**config.mk**
```make
export PLATFORM = sky130hd
export DESIGN_NAME = uart_rx_param
export DESIGN_NICKNAME = d
export VERILOG_FILES = /design/src/rtl/uart_pkg.sv /design/src/rtl/uart_rx_edge_cnt.sv /design/src/rtl/uart_rx_param.sv
export SDC_FILE = /design/constraint.sdc
export NUM_CORES = 1
export LEC_CHECK = 0
export CELL_PAD_IN_SITES_DETAIL_PLACEMENT = 2
export CELL_PAD_IN_SITES_GLOBAL_PLACEMENT = 2
export CORE_MARGIN = 2
export CORE_UTILIZATION = 33
export DETAILED_ROUTE_END_ITERATION = 7
export PLACE_DENSITY_LB_ADDON = 0.1
export SLEW_MARGIN = 10
export SYNTH_ARGS = -nofsm -noshare
export SYNTH_HDL_FRONTEND = slang
export SYNTH_SLANG_ARGS = --single-unit
```
**constraint.sdc**
```tcl
create_clock -name CLK -period 2.4 [get_ports CLK]
set_input_delay 0.72 -clock CLK [delete_from_list [all_inputs] [get_ports CLK]]
set_output_delay 0.72 -clock CLK [all_outputs]
set_load 0.02 [all_outputs]
```
**src/rtl/uart_pkg.sv**
```systemverilog
// uart_pkg: state encoding, legal prescale values and default word width
// shared by the UART receiver files.
package uart_pkg;
    typedef enum logic [2:0] {IDLE, START, DATA, PARITY, STOP} rx_state_e;
    localparam int PS_8 = 8;
    localparam int PS_16 = 16;
    localparam int PS_32 = 32;
    localparam int DEF_DATA_WIDTH = 8;
endpackage

```
**src/rtl/uart_rx_edge_cnt.sv**
```systemverilog
// uart_rx_edge_cnt: per-bit edge counter (0..pre-1) and data bit counter.
module uart_rx_edge_cnt (
    input  logic       clk_i,
    input  logic       rst_i,
    input  logic       edge_clr_i,
    input  logic       bit_clr_i,
    input  logic       bit_inc_i,
    input  logic [5:0] pre_i,
    output logic [5:0] ecnt_o,
    output logic [3:0] bcnt_o
);
    logic [5:0] ecnt_q, ecnt_d;
    logic [3:0] bcnt_q, bcnt_d;

    always_comb begin
        ecnt_d = (edge_clr_i || ecnt_q == pre_i - 6'd1) ? '0 : ecnt_q + 6'd1;
        bcnt_d = bit_clr_i ? '0 : bit_inc_i ? bcnt_q + 4'd1 : bcnt_q;
    end

    always_ff @(posedge clk_i or posedge rst_i) begin
        if (rst_i) begin
            ecnt_q <= '0;
            bcnt_q <= '0;
        end else begin
            ecnt_q <= ecnt_d;
            bcnt_q <= bcnt_d;
        end
    end

    assign ecnt_o = ecnt_q;
    assign bcnt_o = bcnt_q;
endmodule

```
**src/rtl/uart_rx_param.sv**
```systemverilog
// uart_rx_param: parameterised UART receiver with optional parity and bit order.
// Define UART_RX_MAJORITY_EN for 2-of-3 majority bit sampling.
module uart_rx_param
    import uart_pkg::*;
#(
    parameter int DATA_WIDTH = DEF_DATA_WIDTH,
    parameter int PRESCALE_W = 6
) (
    input  logic                  CLK,
    input  logic                  RST,
    input  logic                  RX_IN,
    input  logic [PRESCALE_W-1:0] PRESCALE,
    input  logic                  PAR_EN,
    input  logic                  PAR_TYP,
    input  logic                  MSB_FIRST,
    output logic [DATA_WIDTH-1:0] P_DATA,
    output logic                  DATA_VALID,
    output logic                  PAR_ERR,
    output logic                  STP_ERR,
    output logic                  BUSY
);
    rx_state_e state_q, state_d;
    logic [5:0] pre_q, pre_d, ecnt, half;
    logic [3:0] bcnt;
    logic par_en_q, par_en_d, typ_q, typ_d, msb_q, msb_d;
    logic [DATA_WIDTH-1:0] sh_q, sh_d, data_q, data_d;
    logic par_q, par_d, perr_q, perr_d, dv_q, dv_d, pe_q, pe_d, se_q, se_d;
    logic s_mid_q, s_mid_d, bit_v, dec, wrap;

    assign half = {1'b0, pre_q[5:1]};
    assign dec = ecnt == half + 6'd1;
    assign wrap = ecnt == pre_q - 6'd1;
    assign s_mid_d = (ecnt == half) ? RX_IN : s_mid_q;

`ifdef UART_RX_MAJORITY_EN
    logic s_lo_q;
    always_ff @(posedge CLK or posedge RST) begin
        if (RST) s_lo_q <= 1'b0;
        else if (ecnt == half - 6'd1) s_lo_q <= RX_IN;
    end
    // third vote is the live line value at the decision edge
    assign bit_v = (s_lo_q & s_mid_q) | (s_lo_q & RX_IN) | (s_mid_q & RX_IN);
`else
    assign bit_v = s_mid_q;
`endif

    uart_rx_edge_cnt u_cnt (
        .clk_i      (CLK),
        .rst_i      (RST),
        .edge_clr_i (state_q == IDLE),
        .bit_clr_i  (state_q != DATA),
        .bit_inc_i  (state_q == DATA && wrap),
        .pre_i      (pre_q),
        .ecnt_o     (ecnt),
        .bcnt_o     (bcnt)
    );

    always_comb begin
        state_d = state_q;
        pre_d = pre_q;
        par_en_d = par_en_q;
        typ_d = typ_q;
        msb_d = msb_q;
        sh_d = sh_q;
        data_d = data_q;
        par_d = par_q;
        perr_d = perr_q;
        dv_d = 1'b0;
        pe_d = 1'b0;
        se_d = 1'b0;
        case (state_q)
            IDLE: begin
                par_d = 1'b0;
                perr_d = 1'b0;
                if (!RX_IN) begin
                    state_d = START;
                    pre_d = (PRESCALE == PRESCALE_W'(PS_16) || PRESCALE == PRESCALE_W'(PS_32))
                            ? 6'(PRESCALE) : 6'(PS_8);
                    par_en_d = PAR_EN;
                    typ_d = PAR_TYP;
                    msb_d = MSB_FIRST;
                end
            end
            START: state_d = (dec && bit_v) ? IDLE : wrap ? DATA : START;
            DATA: begin
                if (dec) begin
                    sh_d = msb_q ? {sh_q[DATA_WIDTH-2:0], bit_v} : {bit_v, sh_q[DATA_WIDTH-1:1]};
                    par_d = par_q ^ bit_v;
                end
                if (wrap && bcnt == 4'(DATA_WIDTH - 1)) state_d = par_en_q ? PARITY : STOP;
            end
            PARITY: begin
                if (dec) perr_d = bit_v != (par_q ^ typ_q);
                if (wrap) state_d = STOP;
            end
            STOP: if (dec) begin
                state_d = IDLE;
                pe_d = perr_q;
                se_d = !bit_v;
                dv_d = !perr_q && bit_v;
                data_d = (!perr_q && bit_v) ? sh_q : data_q;
            end
            default: state_d = IDLE;
        endcase
    end

    always_ff @(posedge CLK or posedge RST) begin
        if (RST) begin
            state_q <= IDLE;
            pre_q <= 6'(PS_8);
            par_en_q <= 1'b0;
            typ_q <= 1'b0;
            msb_q <= 1'b0;
            sh_q <= '0;
            data_q <= '0;
            par_q <= 1'b0;
            perr_q <= 1'b0;
            dv_q <= 1'b0;
            pe_q <= 1'b0;
            se_q <= 1'b0;
            s_mid_q <= 1'b0;
        end else begin
            state_q <= state_d;
            pre_q <= pre_d;
            par_en_q <= par_en_d;
            typ_q <= typ_d;
            msb_q <= msb_d;
            sh_q <= sh_d;
            data_q <= data_d;
            par_q <= par_d;
            perr_q <= perr_d;
            dv_q <= dv_d;
            pe_q <= pe_d;
            se_q <= se_d;
            s_mid_q <= s_mid_d;
        end
    end

    assign P_DATA = data_q;
    assign DATA_VALID = dv_q;
    assign PAR_ERR = pe_q;
    assign STP_ERR = se_q;
    assign BUSY = state_q != IDLE;
endmodule

```
[Yosys cells after proc, flatten, opt, wreduce, memory -nomap -nowiden]
Index checks and enable logic that the tools add are counted.
Operators by class
  muxes and demuxes: 23
  eq/ne operators: 18
  bitwise operators: 3
  add/sub/neg operators: 4
  reductions and logical operators: 19
Operator list (count)
  3-bit 2-to-1 mux: 5
  3-bit one-hot mux with 5 select lines: 1
  6-bit == test: 2
  6-bit 2-to-1 mux: 2
  2-bit != test, second input constant: 5
  1-bit 2-to-1 mux: 8
  4-bit 2-to-1 mux: 2
  8-bit 2-to-1 mux: 1
  2-bit AND reduction: 4
  5-bit by 1-bit adder with 6-bit output, second input constant: 1
  6-bit by 1-bit adder with 6-bit output, second input constant: 1
  3-bit by 2-bit == test with 1-bit output, second input constant: 2
  6-bit by 5-bit == test with 1-bit output: 1
  6-bit by 5-bit == test with 1-bit output, second input constant: 1
  6-bit == test, second input constant: 1
  2-bit nonzero test: 3
  6-bit by 1-bit subtractor with 6-bit output, second input constant: 1
  4-bit by 1-bit adder with 4-bit output, second input constant: 1
  4-bit by 3-bit == test with 1-bit output, second input constant: 1
  1-bit logical AND: 4
  2-bit 2-to-1 mux: 2
  1-bit one-hot mux with 2 select lines: 2
  4-bit AND reduction: 1
  3-bit by 1-bit == test with 1-bit output, second input constant: 1
  11 further kinds: 14
Storage, ports and cells
  word-level logic and storage cells: 82
  bits of input ports: 12
  output and inout bits: 12
  bits in registers: 44

[Longest topological paths before layout]
Gate-level depths: netlist (run 1).
  depth in word-level cells: 5
  gate-level depth with buffers: 8

[Modules after synthesis]
Synthesis (run 1) repeated with hierarchy kept, for this count alone.
Second synthesis, totals
  cell total of the unflattened synthesis: 250
  area total of the unflattened synthesis: 2608.8 sq um
Modules (own cells, without submodules)
  uart_rx_param: area each 1988.2 sq um, seq. area each 852.1 sq um, instances 1, cells each 190
  uart_rx_edge_cnt: area each 620.6 sq um, seq. area each 250.2 sq um, instances 1, cells each 60

[Worst setup path after synthesis (run 1)]
OpenSTA, ideal clock, no wires.
  path kind: flip-flop to flip-flop
  from: register pre_q[2]
  to: register data_q[0] (netlist: P_DATA[0])
  buffers on the path: 1
  setup time: 125 ps
  required time: 2275 ps
  stages on the path, launching flop included: 9
  arrival time: 2326 ps
  slack: -51 ps
  cells stage by stage: dfrtp_1 -> inv_1 -> ha_1 -> xor2_1 -> or3_4 -> nor3_4 -> and4b_1 -> buf_6 -> mux2_4
On the way
  word-level cells in the longest chain between the ends: 3
RTL lines
  from (decl): RTL line uart_rx_param.sv:23  | logic [5:0] pre_q, pre_d, ecnt, half;
  from (signal assigned): RTL line uart_rx_param.sv:110  | pre_q <= 6'(PS_8);
  from (signal assigned): RTL line uart_rx_param.sv:124  | pre_q <= pre_d;
  5-bit by 1-bit adder with 6-bit output: RTL line uart_rx_param.sv:31  | assign dec = ecnt == half + 6'd1;
  6-bit == test: RTL line uart_rx_param.sv:31
  3-bit AND reduction (no line)
  to (signal assigned): RTL line uart_rx_param.sv:129  | data_q <= data_d;
  to (decl): RTL line uart_rx_param.sv:26  | logic [DATA_WIDTH-1:0] sh_q, sh_d, data_q, data_d;
Every way passes these cells.
A chain may end at the register's enable or synchronous reset.

[Worst setup path after layout (run 1)]
  from: register state_q[2]
  to: output BUSY
On the way
  word-level cells in the longest chain between the ends: 1
RTL lines
  from (decl): RTL line uart_rx_param.sv:22  | rx_state_e state_q, state_d;
  from (signal assigned): RTL line uart_rx_param.sv:123  | state_q <= state_d;
  3-bit nonzero test: RTL line uart_rx_param.sv:143  | assign BUSY = state_q != IDLE;
  to (decl): RTL line uart_rx_param.sv:20  | output logic BUSY
Every way passes these cells.

==> impl_metrics.toml, run 1 <==
[clocking]
insertion_delay_ns = 0.31
clock_path_buffers = 2
cts.hold.buffers_added = 0
clock_tree_from_tritoncts = "built"
clock-root-buffer = "clkbuf_8"
numClockSinks = 44
tritoncts.num_buffers = 5
cts_post_setup_buffers_inserted = 0
cts.reportedPaths.clkPinSlew_ns = 0.09
post_cts.resized_instances = 0
h_tree_depth = 2

[timing]
max_clock_freq_mhz = 439
fin_setup_tns_ns = 0
finalWorstSetupSlack_ns = 0.122
max_slew.worst_pin.slew_ns = 0.521
clock_skew_ns = 0.00826
finalHoldViolations = 0
maxSlewHeadroom_pct = 65.0
rsz0062_at_grt = "false"
drv_slew = 0
period_share_pct = 94.9
timing.final.crit_period_ns = 2.28
report.final.setup_viol = 0

[placed_design]
hpwl_detailed_um = 4300
place.detailed.instances = 348
place_worst_setup_slack_ns = 0.108
final_wtd_congestion = 0.739
port_buffers = 23

[layout]
n_fill_cell = 791
n_antenna_cell = 0
final_cell_count_no_fill = 356
layout_area_overhead_pct = 21.1
layout-drive-gt1-share_pct = 18.7
number_of_nets_in_the_layout = 273

[drt]
routed-via-count = 1719
detail_route.first_pass.iterations = 4
via_cell_ratio = 4.83
drt_wl_total_um = 5680
drt-initial-drc-count = 27
routedWlPerCell_um = 15.9
detail-route-antenna-nets = 0
remaining_drc_errors = 0

[worst_setup_path]
cp-start-kind = "flop"
worstSetupEndpointType = "output pin"
cp_data_arrival_time_ns = 1.56
worstReg2RegStart = "pre_q[2]$_DFFE_PP0P_"
worst-setup-path-type = "reg2out"
setup.worst_path.start = "state_q[2]$_DFFE_PP0P_"
regToRegSetupSlack_ns = 0.12
required_ns = 1.68
critical_path.max_fanout = 5

[synthesis]
synth_ff_type = "dfrtp_1"
ys_seq_elements = 44
synth_fp_nets = 241
netlist_instances = 224
synth_top_cells_by_area = "dfrtp_1 (45%), xnor2_1 (5.8%), nor2_1 (5.5%)"
post-synth-top-count-cell = "dfrtp_1"
synth_top_cell_area_share_pct = 44.9
netlist_area_before_placement_um2 = 2400
yosysTopAreaCell = "dfrtp_1"
synth_seq_area_share_pct = 46.0
ys_async_sr_fraction_pct = 100
synth-edff-count = 0
yosys-top-cells-count = "dfrtp_1 (43), nor2_1 (35), nand2_1 (18), xnor2_1 (16), mux2i_1 (11)"
synth_area_per_cell_um2 = 10.7
yosysUniqueCellTypes = 50
yosysWarnings = 0

[grt]
grt_usage_pct = 16.0
grt_pass1_wl_um = 9580
globalRoute.totalOverflow = 0
largest_net_degree_at_the_start_of_global_routing = 45
grt_pass1_vias = 1870
antenna_violations_before_repair = 0

[hold_path]
hold_path.startpoint = "par_q$_DFFE_PP0P_"
worst_hold_path_type = "reg2reg"

[die]
die_h_um = 89.3
die_area_um2 = 7970
io-pin-count = 24
die-width_um = 89.3
effective_utilization_at_floorplan_pct = 33.6
placeableCoreArea_um2 = 7140
rows = 31

[power_and_ir_drop]
cellLeakagePower_nw = 1.24
power_per_cell_area_nw_per_um2 = 875
vdd_drop_max_mv = 0.379

[run]
max-cap-violations = 0

[outcome]
status = "completed"
-- layout by cell type (no fill, tap or decap), types with 2 or more instances in the layout --
cell type        count
inv_1                4
nand4_1              2
clkinvlp_4           2
nor2_1              35
mux2i_1             11
xor2_1               9
nand2_1             18
clkdlybuf4s50_1     23
mux2_4               8
nor3_1               3
inv_2                2
nor4_4               2
mux2_2               2
nand3_1              4
o211ai_1             2
or3_1                2
nor3b_1              2
a21oi_1              9
dfrtp_1             42
o21ai_0              5
nand4b_1             2
xnor2_1             16
clkbuf_8             5
buf_4               12
ha_1                 5
buf_12               2
and3_1               3
-- metrics by stage --
step	utilization (%)	area, um^2	total power [mW]	hold WS [ns]
global route	40.7	2900	2.75	0.517
global placement	39.4	2810	2.06	0.487
CTS	40.7	2900	2.60	0.505
detailed placement	39.4	2810	2.10	0.496
floorplan	-	2400	1.80	0.454
finish	40.7	2900	2.54	0.502
-- metal layers --
metal	share of wire, %	track usage [%]	up-vias
met4	1.2	4.48	0
met3	2.0	3.14	6
li1	-	-	820
met1	46	20.6	875
met2	51	27.5	18
met5	0	0	-
-- cell type report --
cell class,count,area (um^2),share of cell area [%]
flip-flops and latches,44,1100,38.0
clock buffers,5,68.8,2.37
inverters,6,22.5,0.776
well taps,99,124,4.27
repair buffers,37,360,12.4
clock inverters,3,23.8,0.819
multi-input cells,162,1200,41.4
-- logic make-up (layout without fill, tap and decap cells) --
family,count (synthesis),in the layout,synth area share [%]
flops,44,44,46.0
simple gates,87,87,20.2
fa+ha+maj,5,5,2.61
mux,21,21,10.5
buf+inv,18,51,3.96
compound gates,22,22,5.95
xor+xnor,27,27,10.7
-- final timing paths --
path                                          to  cells after the start
max                                         BUSY                      3
min                            par_q$_DFFE_PP0P_                      1
max reg2reg                P_DATA[3]$_DFFE_PP0P_                      8
min reg2reg                    par_q$_DFFE_PP0P_                      1
max in group asynchronous   pre_q[3]$_DFFE_PP1P_                      3
min in group asynchronous  P_DATA[7]$_DFFE_PP0P_                      3
-- power by group --
| part | switching [mW] | total (mW) | internal [mW] | leakage, nW |
|---|---|---|---|---|
| logic | 0.452 | 0.924 | 0.471 | 0.613 |
| registers | 0.241 | 1.13 | 0.887 | 0.587 |
| clock network | 0.283 | 0.489 | 0.207 | 0.0404 |
| total | 0.976 | 2.54 | 1.57 | 1.24 |
-- state kept, by name, indices dropped and copies added (netlist names) --
register,flops
P_DATA,8
sh_q,8
pre_q,6
u_cnt.ecnt_o,6
u_cnt.bcnt_o,4
state_q,3
DATA_VALID,1
PAR_ERR,1
STP_ERR,1
bit_v,1
msb_q,1
par_en_q,1
par_q,1
perr_q,1
typ_q,1
-- critical path, stage by stage (launching register included) --
cell,delay [ns]
dfrtp_1,0.40
nor2_1,0.13
nand2_1,0.16
clkdlybuf4s50_1,0.57
Power figures use the tool's default switching activity.
==> run 2: changes to the inputs <==
- CORE_UTILIZATION: 33 -> 34
- PLACE_DENSITY: unset -> 0.79
- PLACE_DENSITY_LB_ADDON: 0.1 -> unset
- SYNTH_HIERARCHICAL: unset -> 1
==> run 2 against run 1 <==
Against the previous run:
- die area is 5.3% higher
- synthesized area is 8.8% higher
- worst setup slack better by 0.020 ns
- critical path depth rose by 8
- flip-flop and latch count is the same
- register-to-register slack improved by 0.02 ns
- maximum frequency is 0.89% higher
- critical endpoint is now u_cnt/bcnt_o[2]$_DFFE_PP0P_
==> impl_metrics.toml, run 2 <==
[grt]
grt_usage_pct = 19.2
grt_pass1_vias = 2293
antenna_violations_before_repair = 0
largest_net_degree_at_the_start_of_global_routing = 23
globalRoute.totalOverflow = 0
grt_pass1_wl_um = 12400

[placed_design]
port_buffers = 23
dpl_cell_area_um2 = 3020
place_worst_setup_slack_ns = -0.0177
final_wtd_congestion = 0.813
hpwl_detailed_um = 5480

[synthesis]
post-synth-top-count-cell = "dfrtp_1"
yosys-top-cells-count = "dfrtp_1 (43), mux2_2 (25), nand2_1 (22), xnor2_1 (21), nor2_1 (18)"
yosysTopAreaCell = "dfrtp_1"
yosysWarnings = 6
synth_fp_nets = 268
synth_seq_area_share_pct = 42.3
synth_top_cells_by_area = "dfrtp_1 (41%), mux2_2 (11%), xnor2_1 (7.1%)"
ys_async_sr_fraction_pct = 100
synth-edff-count = 0
synth_ff_type = "dfrtp_1"
netlist_instances = 250
synth_top_cell_area_share_pct = 41.2
yosysUniqueCellTypes = 53
ys_seq_elements = 44
synth_area_per_cell_um2 = 10.4
netlist_area_before_placement_um2 = 2610

[timing]
finalWorstSetupSlack_ns = 0.142
maxSlewHeadroom_pct = 67.0
drv_slew = 0
max_slew.worst_pin.slew_ns = 0.495
period_share_pct = 94.1
fin_setup_tns_ns = 0
clock_skew_ns = 0.0142
timing.final.crit_period_ns = 2.26
max_clock_freq_mhz = 443
finalHoldViolations = 0
report.final.setup_viol = 0

[layout]
mostFrequentLayoutCells = "dfrtp_1 (43), mux2_2 (25), nand2_1 (22), clkdlybuf4s50_1 (22), xnor2_1 (21)"
number_of_nets_in_the_layout = 306
n_fill_cell = 755
finalInstanceArea_um2 = 3200
layout_area_overhead_pct = 22.8
layout-drive-gt1-share_pct = 23.2
n_antenna_cell = 0
final_common_cell = "dfrtp_1"

[worst_setup_path]
cp-start-kind = "flop"
critPathSlowestCell = "dfrtp_1"
critical_path.cell_chain = "inv_2, ha_4, xor2_1, o22ai_1, a2111oi_2, nand2_1, nor2_4, buf_4, nand2_1, xor2_1, nor2_1"
worst-setup-path-type = "reg2reg"
max_stage_delay_ns = 0.42
critical_path.max_fanout = 4
cp_data_arrival_time_ns = 2.45
worstSetupEndpointType = "flop"
required_ns = 2.59

[power_and_ir_drop]
vdd_drop_max_mv = 0.502
cellLeakagePower_nw = 1.41
p_total_mw = 3.09
power_per_cell_area_nw_per_um2 = 963

[clocking]
numClockSinks = 44
clock_path_buffers = 2
clock_tree_from_tritoncts = "built"
insertion_delay_ns = 0.31
cts.reportedPaths.clkPinSlew_ns = 0.09
clock-root-buffer = "clkbuf_8"
tritoncts.num_buffers = 5
h_tree_depth = 2

[die]
placeableCoreArea_um2 = 7330
effective_utilization_at_floorplan_pct = 35.6
die_h_um = 91.6
die_area_um2 = 8390
io-pin-count = 24
rows = 31
die-width_um = 91.6

[run]
max-cap-violations = 0

[drt]
detail-route-antenna-nets = 0
drt-initial-drc-count = 86
via_cell_ratio = 5.28
routed-via-count = 2048
remaining_drc_errors = 0
drt_wl_total_um = 7540
detail_route.first_pass.iterations = 4
routedWlPerCell_um = 19.4

[hold_path]
worst_hold_path_type = "reg2reg"

[outcome]
status = "completed"
==> run 2: what timing repair did <==
item                                    CTS  global route
setup buffers                             0             4
pin swaps                                 0             4
endpoints found under the setup margin    3             4
hold buffers                              0             0
resized for setup                         2             5
==> run 2: stage by stage <==
step / util, % / hold slack (ns) / cells
global route: 43.7 / 0.532 / 388
global placement: 41.3 / 0.488 / 376
CTS: 43.0 / 0.518 / 384
floorplan: - / 0.467 / 250
finish: 43.7 / 0.515 / 388
detailed placement: 41.3 / 0.496 / 376
==> run 2: cells by family after synthesis <==
group	count (synthesis)	synth area share (%)
AO/OA/AOI/OAI	36	11.0
buffers and inverters	22	3.40
adder cells (fa/ha/maj)	6	2.88
AND/OR/NAND/NOR	85	18.9
multiplexers	26	11.2
flip-flops	44	42.3
XOR/XNOR	31	10.4
==> run 2: critical path: cells and delay by family, from the launching register on <==
family	cells	cell delay (ns)
DFF	1	0.42
AOI/OAI and AO/OA	2	0.48
buffers and inverters	2	0.25
xor gates and xnor gates	2	0.33
adders and majority gates	1	0.16
and+or+nand+nor	4	0.52
==> run 2: area by class of cell <==
type                            count  area (um^2)  share of cell area (%)
Timing Repair Buffer               41          368                    11.5
Multi-Input combinational cell    184         1440                    45.1
Tap cell                           99          124                    3.87
Clock buffer                        6         82.6                    2.58
Sequential cell                    44         1100                    34.4
Clock inverter                      2         38.8                    1.21
Inverter                           12         45.0                    1.41
==> run 2: final timing paths <==
kind | start | end | slack [ns] | cells past startpoint
max in group asynchronous | RST | sh_q[7]$_DFFE_PP0P_ | 1.30 | 3
worst min-delay path | P_DATA[0]$_DFFE_PP0P_ | P_DATA[0]$_DFFE_PP0P_ | 0.51 | 1
min in group asynchronous | RST | u_cnt/bcnt_o[2]$_DFFE_PP0P_ | 0.74 | 2
worst min register to register | P_DATA[0]$_DFFE_PP0P_ | P_DATA[0]$_DFFE_PP0P_ | 0.51 | 1
worst max-delay path | pre_q[1]$_DFFE_PP0P_ | u_cnt/bcnt_o[2]$_DFFE_PP0P_ | 0.14 | 11
worst max register to register | pre_q[1]$_DFFE_PP0P_ | u_cnt/bcnt_o[2]$_DFFE_PP0P_ | 0.14 | 11
==> run 2: power by group <==
group | total, mW | internal [mW] | switching (mW)
logic | 1.32 | 0.604 | 0.721
clock network | 0.619 | 0.341 | 0.278
registers | 1.14 | 0.885 | 0.257
==> run 2: per-layer routing <==
metal  track usage, %  share of wire [%]
met5                0                  0
met4             4.42               0.94
met1             24.2                 46
met3             3.24                1.9
met2             34.0                 51
